### src/rtl/l1_trig_sequencer.sv
// LV1/ECR front-end for the L1 trigger-ID counter: queues LV1 commands and
// expands each into a burst of TrigCount pulses; ECR aborts, flushes and clears.
module l1_trig_sequencer #(
  parameter int MAX_PEND = 4,
  parameter int PEND_W   = 3
) (
  input  logic              Clk,
  input  logic              Reset,
  input  logic              Lv1Cmd,
  input  logic              EcrCmd,
  input  logic [3:0]        TrigCount,
  input  logic              ClrOverflow,
  output logic              TrigOut,
  output logic              ClearTrigId,
  output logic [3:0]        BurstIdx,
  output logic [PEND_W-1:0] PendCnt,
  output logic              Busy,
  output logic              Overflow,
  output logic [1:0]        FsmState
);

  localparam logic [1:0] IDLE  = 2'd0;
  localparam logic [1:0] BURST = 2'd1;
  localparam logic [1:0] CLEAR = 2'd2;

  localparam logic [PEND_W-1:0] MAX_P = PEND_W'(MAX_PEND);

  logic [1:0]        state;
  logic [1:0]        state_n;
  logic [3:0]        last_idx;
  logic [3:0]        last_idx_n;
  logic [3:0]        idx_n;
  logic [PEND_W-1:0] pend_n;
  logic              ecr_eff;
  logic              last_pulse;
  logic              start;
  logic              accept;
  logic              full;
  logic              inc;
  logic              drop;

  assign FsmState = state;

  // An ECR arriving while a clear is already in progress merges into it.
  assign ecr_eff    = EcrCmd && (state != CLEAR);
  assign last_pulse = (BurstIdx == last_idx);
  assign accept     = Lv1Cmd && !ecr_eff;
  assign full       = (PendCnt == MAX_P);

  always_comb begin
    state_n = state;
    start   = 1'b0;
    idx_n   = 4'd0;
    case (state)
      IDLE: begin
        if (ecr_eff) begin
          state_n = CLEAR;
        end else if (PendCnt != '0) begin
          state_n = BURST;
          start   = 1'b1;
        end
      end
      BURST: begin
        if (ecr_eff) begin
          state_n = CLEAR;
        end else if (last_pulse) begin
          // Back-to-back bursts: stay in BURST and restart the index.
          if (PendCnt != '0) start = 1'b1;
          else               state_n = IDLE;
        end else begin
          idx_n = BurstIdx + 4'd1;
        end
      end
      CLEAR:   state_n = IDLE;
      default: state_n = IDLE;
    endcase
  end

  // A full queue still accepts an LV1 when a burst start frees a slot.
  assign inc  = accept && ((PendCnt < MAX_P) || (full && start));
  assign drop = accept && full && !start;

  always_comb begin
    pend_n = PendCnt;
    if (ecr_eff)            pend_n = '0;
    else if (inc && !start) pend_n = PendCnt + 1'b1;
    else if (start && !inc) pend_n = PendCnt - 1'b1;
  end

  // Burst length is stored as its last index; TrigCount=0 wraps to 15 (16 pulses).
  assign last_idx_n = start ? (TrigCount - 4'd1) : last_idx;

  always_ff @(posedge Clk or negedge Reset) begin
    if (!Reset) begin
      state       <= IDLE;
      TrigOut     <= 1'b0;
      ClearTrigId <= 1'b0;
      BurstIdx    <= 4'd0;
      PendCnt     <= '0;
      Busy        <= 1'b0;
      Overflow    <= 1'b0;
      last_idx    <= 4'hF;
    end else begin
      state       <= state_n;
      TrigOut     <= (state_n == BURST);
      ClearTrigId <= (state_n == CLEAR);
      BurstIdx    <= idx_n;
      PendCnt     <= pend_n;
      Busy        <= (state_n != IDLE) || (pend_n != '0);
      last_idx    <= last_idx_n;
      if (drop)             Overflow <= 1'b1;
      else if (ClrOverflow) Overflow <= 1'b0;
    end
  end

endmodule

### config.mk
export PLATFORM = sky130hd
export DESIGN_NAME = l1_trig_sequencer
export DESIGN_NICKNAME = d
export VERILOG_FILES = /design/src/rtl/l1_trig_sequencer.sv
export SDC_FILE = /design/constraint.sdc
export NUM_CORES = 1
export LEC_CHECK = 0
export ABC_AREA = 1
export BUFFER_PORTS_ARGS = -buffer_cell sky130_fd_sc_hd__buf_4
export CAP_MARGIN = 20
export CORE_MARGIN = 10
export CORE_UTILIZATION = 56
export DETAILED_ROUTE_END_ITERATION = 8
export PLACE_DENSITY = 0.82
export SLEW_MARGIN = 20
export SYNTH_ARGS = -nofsm -noshare
export SYNTH_HDL_FRONTEND = slang
export SYNTH_SLANG_ARGS = --single-unit
### constraint.sdc
create_clock -name Clk -period 4.7 [get_ports Clk]
set_input_delay 0.94 -clock Clk [delete_from_list [all_inputs] [get_ports Clk]]
set_output_delay 0.94 -clock Clk [all_outputs]
set_load 0.005 [all_outputs]
==> qor.txt <==
clock power share - 13.5%
first-pass GRT wire length - 3657 um
Port Buffers - 21
dpl hpwl - 1689 um
die height - 61.80 um
Main synth FF type - dfrtp_1
max_slew headroom - 80.47%
min Tclk post-route - 2067 ps
CP max stage delay - 420 ps
PostCTS Resize Cnt - 0
class of the worst hold path - in2async
die area - 3819 um2
Synth warnings - 0
Max VDD drop - 327.6 uV
cell at the slowest stage of the critical path - dfrtp_1
CP startpoint kind - flop
Routed WL per cell - 13.01 um
most frequent CP cell - inv_1
Post-Syn Instances - 120
Max Cap Viol - 0
via count - 836
clock transition at the registers of the reported paths - 100 ps
syn_nets - 134
RSZ-0062 raised after global routing - false
WP data arrival - 2260 ps
clock buffer depth - 2
CTS root buffer - clkbuf_4
Net Sw Frac - 41.18%
Post-Synthesis Cell Area - 978.4 um2
CORE AREA - 1689 um2
Final ANT Viol Nets - 0
Int Pwr - 0.0003453 W
Slew Limit Fails - 0
flops & latches, synth - 17
FP Rows - 15
Fmax - 483.8 MHz
total power draw - 0.0005870 W
routed wire length - 2095 um
share of cells above drive strength 1 - 29.86%
CP cell instances - inv_1 -> ha_1 -> inv_1 -> o211ai_2 -> inv_2 -> nand2_2 -> nand4_1 -> nor2_1 -> nor2_1 -> nand3_1 -> nand2_1 -> inv_1 -> nand2_1
NetSw - 0.0002417 W
Initial Utilization - 57.93%
largest net degree at the start of global routing - 18
I/O pin cnt - 22
gr usage total - 12.69%
Mean Syn Cell Area - 8.154 um2
vias in the first global route - 869
1st-pass router iterations - 4
Post-synth EDFFs - 0
Vias/cell - 5.193
Max FO, Critical Path - 11
Post-DP Area - 1146 um2
Area growth syn-to-layout - 19.95%
P per Cell Area - 500.1 nW/um2
grt ovf - 0
CP top delay family - simple AND/OR/NAND/NOR gates
clock insertion delay at the later pin of the skew report - 300 ps
Leak Pwr - 0.6266 nW
WP buf/inv - 4
DRC - 0
Post-synth ARST share - 100.0%
CP required - 4900 ps
Crit Path Class - reg2reg
FILL cells - 146
final setup vio count - 0
clk sinks - 17
Yosys cell types - 25
status - finished, final reports clean
CTS tree - yes
H-Tree Depth - 1
Seq/Total Area, Yosys - 43.99%
CTS Buf Count - 3
TNS Setup - 0 ps
Finished Cell Area - 1174 um2
Clock Skews - 5.307 ps
Die X - 61.80 um
CTS Hold Bufs - 0
diode count - 0
Post-layout nets - 159
crit end category - flop
worst-margin pin slew - 293.0 ps
Setup Buffers After CTS - 0
Tcrit/Tclk final - 43.98%
Sequential Power Share - 41.5%
drt first-iter violations - 17
antenna violations before repair - 0
Final Hold Viols - 0
Gate power share - 45.0%
GPL Wtd Cong - 0.8521
[state kept, by name, indices dropped and copies added, names as in the netlist]
register	count
BurstIdx	4
last_idx	4
PendCnt	3
FsmState	2
Busy	1
ClearTrigId	1
Overflow	1
TrigOut	1
[metrics by stage]
stage | instances | worst slack [ps] | util [%] | hold WS, ps
6_report | 161 | 2633 | 69.48 | 478.2
5_1_grt | 161 | 2428 | 69.48 | 479.9
4_1_cts | 161 | 2625 | 69.48 | 486.7
3_5_place_dp | 157 | 2496 | 67.85 | 492.5
3_3_place_gp | 157 | 2553 | 67.85 | 463.7
2_1_floorplan | 120 | 2775 | - | 468.7
[worst register-to-register path: cells and delay by family, from the launching register on]
family | cells | cell delay [ps]
buffers and inverters | 4 | 320
adders and majority gates | 1 | 230
AOI/OAI and AO/OA | 1 | 250
and+or+nand+nor | 7 | 730
DFF | 1 | 420
[power by group through the flow]
stage                     registers (W)  logic [W]  clock network [W]
after floorplan                0.000239   0.000181                  0
after global placement         0.000243   0.000253                  0
after detailed placement       0.000245   0.000267                  0
after CTS                      0.000243   0.000269          0.0000810
after global routing           0.000252   0.000306          0.0000878
final                          0.000244   0.000264          0.0000791
[worst paths after layout]
kind                       slack (ps)           to  cells past startpoint         from
max                              2630         Busy                     13   PendCnt[0]
min reg2reg                       510  last_idx[3]                      2  last_idx[3]
max in group asynchronous        3980  last_idx[0]                      1        Reset
min                               480     Overflow                      1        Reset
min in group Clk                  510  last_idx[3]                      2  last_idx[3]
max reg2reg                      2630         Busy                     13   PendCnt[0]
[kinds of logic (layout without fill, tap and decap cells)]
family                     after synthesis  in the layout  share of synthesized area (%)
and+or+nand+nor                         56             56                          25.45
buffers and inverters                   25             49                          10.36
DFF                                     17             17                          43.99
AOI/OAI and AO/OA                       13             13                          10.23
adders and majority gates                5              5                          6.394
xor gates and xnor gates                 4              4                          3.581
[cells in the mapped netlist, types with 2 or more instances]
master	count	area [um2]
nand2_1	28	105.1
inv_1	21	78.83
dfrtp_1	13	325.3
nor2_1	10	37.54
nand3_1	7	35.03
ha_1	5	62.56
nand2_2	5	31.28
dfstp_2	4	105.1
o21ai_0	4	20.02
xnor2_1	3	26.28
a21oi_1	2	10.01
a21oi_2	2	17.52
inv_2	2	7.510
nand4_1	2	12.51
nor2_2	2	12.51
[layout make-up]
type                            count  area (um2)  share of cell area, %
Clock buffer                        3       22.52                  1.919
Tap cell                           17       21.27                  1.812
Clock inverter                      1       5.005                 0.4264
Multi-Input combinational cell     78       446.7                  38.06
Sequential cell                    17       430.4                  36.67
Inverter                           24       90.09                  7.676
Timing Repair Buffer               21       157.7                  13.43
[metal layers]
layer | track usage, % | vias to the layer above | wire length (um)
li1 | - | 422 | -
met1 | 12.81 | 383 | 845
met2 | 23.13 | 26 | 1075
met3 | 3.049 | 5 | 127
met4 | 7.325 | 0 | 46
met5 | 0 | - | 0
[cells in the final DEF, fill, tap and decap left out, drive strengths merged, types with 2 or more instances in the layout]
cell type  synthesis  routed
nand2             33      33
inv               23      23
buf                1      21
dfrtp             13      13
nor2              12      12
nand3              8       8
ha                 5       5
o21ai              5       5
dfstp              4       4
a21oi              4       4
xnor2              3       3
clkbuf             0       3
nand4              2       2
clkinv             1       2
No activity file was read; power rests on OpenSTA's default activity.
